--- src/rtl/filt_pkg.sv ---
// Shared definitions for the filter processor pipeline control blocks.
// Holds the hazard FSM state encoding and common widths.
package filt_pkg;

  typedef enum logic {
    RUN      = 1'b0,
    MEM_WAIT = 1'b1
  } state_e;

  localparam int REG_ADDR_W      = 4;
  localparam int DATA_W          = 32;
  localparam int MEM_TIMEOUT_DEF = 255;
  localparam int WAIT_W          = 16;

endpackage

--- src/rtl/hazard_cmp.sv ---
// Load-use comparator: flags an ID-stage source that depends on a load in EX.
// Purely combinational so the forwarding unit can reuse it.
module hazard_cmp
  import filt_pkg::*;
(
  input  logic                  id_valid_i,
  input  logic [REG_ADDR_W-1:0] id_rs_a_i,
  input  logic [REG_ADDR_W-1:0] id_rs_b_i,
  input  logic                  id_use_a_i,
  input  logic                  id_use_b_i,
  input  logic [REG_ADDR_W-1:0] ex_rd_i,
  input  logic                  ex_mem_re_i,
  output logic                  hazard_o
);

  logic match_a;
  logic match_b;

  // Register 0 is a real register here, so no zero-index exemption.
  assign match_a  = id_use_a_i & (id_rs_a_i == ex_rd_i);
  assign match_b  = id_use_b_i & (id_rs_b_i == ex_rd_i);
  assign hazard_o = ex_mem_re_i & id_valid_i & (match_a | match_b);

endmodule

--- src/rtl/pipe_hazard_ctrl.sv ---
// Hazard and stall controller for the four pipeline registers: memory waits,
// taken-branch flushes and load-use bubbles, plus stall/timeout debug state.
module pipe_hazard_ctrl
  import filt_pkg::*;
#(
  parameter int unsigned MEM_TIMEOUT = MEM_TIMEOUT_DEF,
  parameter int unsigned CNT_W       = 16
) (
  input  logic                  clk,
  input  logic                  rst_n,
  input  logic                  id_valid,
  input  logic [REG_ADDR_W-1:0] id_rs_a,
  input  logic [REG_ADDR_W-1:0] id_rs_b,
  input  logic                  id_use_a,
  input  logic                  id_use_b,
  input  logic [REG_ADDR_W-1:0] ex_rd,
  input  logic                  ex_mem_RE,
  input  logic                  ex_branch_taken,
  input  logic                  mem_req,
  input  logic                  mem_ack,
  output logic                  hold_if,
  output logic                  hold_id,
  output logic                  hold_ex,
  output logic                  hold_mem,
  output logic                  bubble_ex,
  output logic                  flush_id,
  output logic [CNT_W-1:0]      stall_cnt,
  output logic                  timeout_err
);

  localparam logic [WAIT_W-1:0] TIMEOUT_C = WAIT_W'(MEM_TIMEOUT);

  state_e            state_q, state_d;
  logic [WAIT_W-1:0] wait_cnt_q, wait_cnt_d;
  logic [CNT_W-1:0]  stall_cnt_q, stall_cnt_d;
  logic              timeout_q, timeout_d;
  logic              load_use;

  hazard_cmp u_hazard_cmp (
    .id_valid_i  (id_valid),
    .id_rs_a_i   (id_rs_a),
    .id_rs_b_i   (id_rs_b),
    .id_use_a_i  (id_use_a),
    .id_use_b_i  (id_use_b),
    .ex_rd_i     (ex_rd),
    .ex_mem_re_i (ex_mem_RE),
    .hazard_o    (load_use)
  );

  // While in reset the whole chain is frozen with a bubble staged in ID/EX.
  always_comb begin
    hold_if   = 1'b0;
    hold_id   = 1'b0;
    hold_ex   = 1'b0;
    hold_mem  = 1'b0;
    bubble_ex = 1'b0;
    flush_id  = 1'b0;
    if (!rst_n) begin
      hold_if   = 1'b1;
      hold_id   = 1'b1;
      hold_ex   = 1'b1;
      hold_mem  = 1'b1;
      bubble_ex = 1'b1;
    end else if (state_q == MEM_WAIT) begin
      hold_if  = ~mem_ack;
      hold_id  = ~mem_ack;
      hold_ex  = ~mem_ack;
      hold_mem = ~mem_ack;
    end else if (mem_req && !mem_ack) begin
      hold_if  = 1'b1;
      hold_id  = 1'b1;
      hold_ex  = 1'b1;
      hold_mem = 1'b1;
    end else if (ex_branch_taken) begin
      flush_id  = 1'b1;
      bubble_ex = 1'b1;
    end else if (load_use) begin
      hold_if   = 1'b1;
      hold_id   = 1'b1;
      bubble_ex = 1'b1;
    end
  end

  always_comb begin
    state_d     = state_q;
    wait_cnt_d  = wait_cnt_q;
    timeout_d   = timeout_q;
    stall_cnt_d = stall_cnt_q;
    case (state_q)
      RUN: begin
        if (mem_req && !mem_ack) begin
          state_d    = MEM_WAIT;
          wait_cnt_d = '0;
        end
      end
      MEM_WAIT: begin
        if (wait_cnt_q != '1) wait_cnt_d = wait_cnt_q + 1'b1;
        // Timeout is only recorded; the FSM keeps waiting for the ack.
        if (!mem_ack && (wait_cnt_d == TIMEOUT_C)) timeout_d = 1'b1;
        if (mem_ack) state_d = RUN;
      end
      default: state_d = RUN;
    endcase
    if (hold_if && (stall_cnt_q != '1)) stall_cnt_d = stall_cnt_q + 1'b1;
  end

  always_ff @(posedge clk or negedge rst_n) begin
    if (!rst_n) begin
      state_q     <= RUN;
      wait_cnt_q  <= '0;
      stall_cnt_q <= '0;
      timeout_q   <= 1'b0;
    end else begin
      state_q     <= state_d;
      wait_cnt_q  <= wait_cnt_d;
      stall_cnt_q <= stall_cnt_d;
      timeout_q   <= timeout_d;
    end
  end

  assign stall_cnt   = stall_cnt_q;
  assign timeout_err = timeout_q;

endmodule
--- config.mk ---
export PLATFORM = sky130hd
export DESIGN_NAME = pipe_hazard_ctrl
export DESIGN_NICKNAME = d
export VERILOG_FILES = /design/src/rtl/filt_pkg.sv /design/src/rtl/hazard_cmp.sv /design/src/rtl/pipe_hazard_ctrl.sv
export SDC_FILE = /design/constraint.sdc
export NUM_CORES = 1
export LEC_CHECK = 0
export CORE_MARGIN = 10
export CORE_UTILIZATION = 51
export CTS_CLUSTER_DIAMETER = 150
export CTS_CLUSTER_SIZE = 12
export DETAILED_ROUTE_END_ITERATION = 16
export GPL_TIMING_DRIVEN = 0
export PLACE_DENSITY = 0.8
export SLEW_MARGIN = 5
export SYNTH_ARGS = -nofsm -noshare
export SYNTH_HDL_FRONTEND = slang
export SYNTH_SLANG_ARGS = --single-unit
--- constraint.sdc ---
create_clock -name clk -period 2.2 [get_ports clk]
set_input_delay 0.44 -clock clk [delete_from_list [all_inputs] [get_ports clk]]
set_output_delay 0.44 -clock clk [all_outputs]
set_load 0.02 [all_outputs]
==> flow_metrics.py <==
metrics = {
    "outcome": {
        "status": "complete, no violations",
    },
    "floorplanning": {
        "die_w_um": 83.9,
        "row_count": 23,
        "ios": 44,
        "coreArea_mm2": 0.00397,
        "initial_utilization": 0.524,
        "die_h_um": 83.9,
        "dieArea_mm2": 0.00703,
    },
    "pwr": {
        "p_int_uw": 1320,
        "p_sw_uw": 622,
        "powerDensity_mw_per_mm2": 710,
        "leakage_uw": 0.00119,
        "p_clk_frac": 0.302,
        "combPwrFrac": 0.293,
        "p_seq_frac": 0.406,
        "peakVddDrop_v": 0.000479,
        "swShare": 0.320,
    },
    "critical_path": {
        "cp_common_cell": "buf_6",
        "start_kind": "input pin",
        "crit_path_cell_trace": "buf_6 -> xor2_1 -> or4_4 -> o41ai_4 -> a21o_1 -> buf_6 -> buf_6",
        "worstPathMaxFanout": 5,
        "crit_type": "input pin to output port",
        "cpMaxStageDelayCell": "or4_4",
        "cp_data_required_time_ps": 1760,
        "crit_path_max_incr_delay_ps": 550,
        "endpoint_kind": "output port",
        "crit_arrival_ps": 1720,
        "r2r_cells": 10,
    },
    "yosys": {
        "async_reset_ff_frac": 1.00,
        "synth_cells": 230,
        "synth_seq_area_share": 0.409,
        "syn_nets": 253,
        "synth-seq-cells": 34,
        "synth_cell_types": 44,
        "yosys_warnings": 0,
        "postSynthAreaPerCell_um2": 9.04,
        "synth_flop_cell": "dfrtp_1",
        "syn_area_mm2": 0.00208,
        "synth_edf_count": 0,
    },
    "cts": {
        "clockRootBuffer": "clkbuf_8",
        "postCtsHoldBufs": 0,
        "cts-buffers-inserted": 5,
        "clk_latency_ps": 300,
        "h-tree-depth": 2,
        "numClockSinks": 34,
        "cts_tree": "done",
        "clock_path_buffers": 2,
        "cts.clk_slew.worst_paths_ps": 70,
    },
    "route": {
        "drc": 0,
        "ant_nets": 0,
        "num_vias": 1895,
        "drt_iter0_drc": 136,
        "totalWireLength_um": 5020,
        "wl_per_cell_um": 14.9,
        "vias_per_cell": 5.64,
        "drtPass1Iterations": 4,
    },
    "place": {
        "hpwl_um": 3630,
        "gp_congestion": 0.835,
        "portBuffers": 43,
        "placed_cell_area_mm2": 0.00257,
    },
    "hold_path": {
        "hold_path.class": "input pin to async pin",
    },
    "global_routing": {
        "grt_max_degree": 38,
        "grt_pass1_vias": 1787,
        "antenna_found_initial": 0,
        "grt_overflow": 0,
        "grt_usage": 0.142,
        "grt_pass1_wl_um": 8590,
    },
    "sta": {
        "slew_violations": 0,
        "setup_violations": 0,
        "relSlewSlack": 0.603,
        "max_freq_ghz": 0.464,
        "whs_ps": 87.9,
        "finalCriticalPeriod_ps": 2160,
        "worst_slew_pin_slew_ps": 590,
        "fin_crit_sh": 0.980,
        "hold_viol_final": 0,
        "skew_ps": 9.23,
    },
    "finish": {
        "nets": 308,
        "drive_gt1_frac": 0.182,
        "antenna_cells": 0,
        "syn2layout_area_growth_pct": 31.6,
        "fin_area_mm2": 0.00274,
    },
    "flow_run": {
        "cap_violations": 0,
    },
}
final timing paths:
kind | start | endpoint | slack (ps)
max | ex_rd[3] | hold_id | 40
min | rst_n | wait_cnt_q[7] | 90
max reg2reg | wait_cnt_q[1] | timeout_err | 120
min reg2reg | timeout_err | timeout_err | 470
max in group asynchronous | rst_n | wait_cnt_q[0] | 1780
min in group clk | timeout_err | timeout_err | 470
cells in the final DEF, fill, tap and decap left out, types with 5 or more instances in the layout:
cell type        count
dfrtp_1             33
xnor2_1             19
dlygate4sd2_1        8
clkbuf_8             5
and3_1              12
nand3_1             16
o21ai_0             15
a21oi_1              7
buf_2                8
buf_6                7
nand2_1             25
nand4_1              9
xor2_1               9
nor2_1              11
clkdlybuf4s50_1     20
a31oi_1              7
buf_4               11
final cells by class:
type | count | area (um^2)
flip-flops and latches | 34 | 852
clock buffers | 5 | 68.8
repair buffers | 50 | 447
well taps | 50 | 62.6
fillers | 316 | 1230
plain buffers | 14 | 85.1
inverters | 4 | 15.0
multi-input cells | 176 | 1160
clock inverters | 3 | 45.0
metal layers:
layer	global-route usage	share of wire	wire [um]
met3	0.0430	0.063	314
met2	0.227	0.48	2420
met5	0	0	0
met4	0.0502	0.017	84
met1	0.176	0.44	2200
power by group through the flow:
stage	clock, uW	combinational [uW]	sequential [uW]
3_5_place_dp	0	549	798
3_3_place_gp	0	541	794
6_report	586	568	788
2_1_floorplan	0	230	859
5_1_grt	623	621	804
4_1_cts	596	556	788
state kept, by name, indices dropped and copies added, names as in the netlist:
signal       count
wait_cnt_q      16
state_q          1
timeout_err      1
stall_cnt       16
worst max-delay path: cells and delay by family:
kind / cells / cell delay (ps)
xor gates and xnor gates: 1 / 140
and+or+nand+nor: 1 / 550
buffers and inverters: 3 / 330
AOI/OAI and AO/OA: 2 / 250
metrics by stage:
stage	total power (uW)	setup WS (ps)	instances	util	setup TNS, ps
6_report	1940	43.0	336	0.689	0
3_5_place_dp	1350	-1090	323	0.647	-8620
3_3_place_gp	1340	-2030	323	0.648	-30840
4_1_cts	1940	-128	335	0.681	-177
2_1_floorplan	1090	18.2	230	-	0
5_1_grt	2050	-4.09	336	0.689	-4.09
cell families after synthesis:
group | after synthesis | synth area share
AOI/OAI and AO/OA | 45 | 0.134
xor gates and xnor gates | 29 | 0.122
adders and majority gates | 2 | 0.0120
buffers and inverters | 20 | 0.0511
DFF | 34 | 0.409
muxes | 4 | 0.0247
and+or+nand+nor | 96 | 0.247
cells in the mapped netlist, types with 3 or more instances:
| cell | n | area [um^2] |
|---|---|---|
| o21ai_0 | 16 | 80.1 |
| clkbuf_1 | 5 | 18.8 |
| xor2_1 | 9 | 78.8 |
| a21oi_1 | 8 | 40.0 |
| a31oi_1 | 7 | 43.8 |
| buf_2 | 6 | 30.0 |
| inv_1 | 4 | 15.0 |
| and4_1 | 3 | 26.3 |
| dfrtp_1 | 34 | 851 |
| nor2_1 | 11 | 41.3 |
| and3_1 | 12 | 75.1 |
| xnor2_1 | 20 | 175 |
| nand2_1 | 25 | 93.8 |
| nor3_1 | 4 | 20.0 |
| nand4_1 | 9 | 56.3 |
| nand3_1 | 16 | 80.1 |
| a22o_1 | 4 | 35.0 |
timing repair:
item / CTS / global route
pin swaps: 10 / 6
setup buffers: 4 / 4
gates cloned: 0 / 0
endpoints found under the setup margin: 13 / 6
resized for setup: 67 / 15
Note: power is estimated with default switching activity, not from simulation.
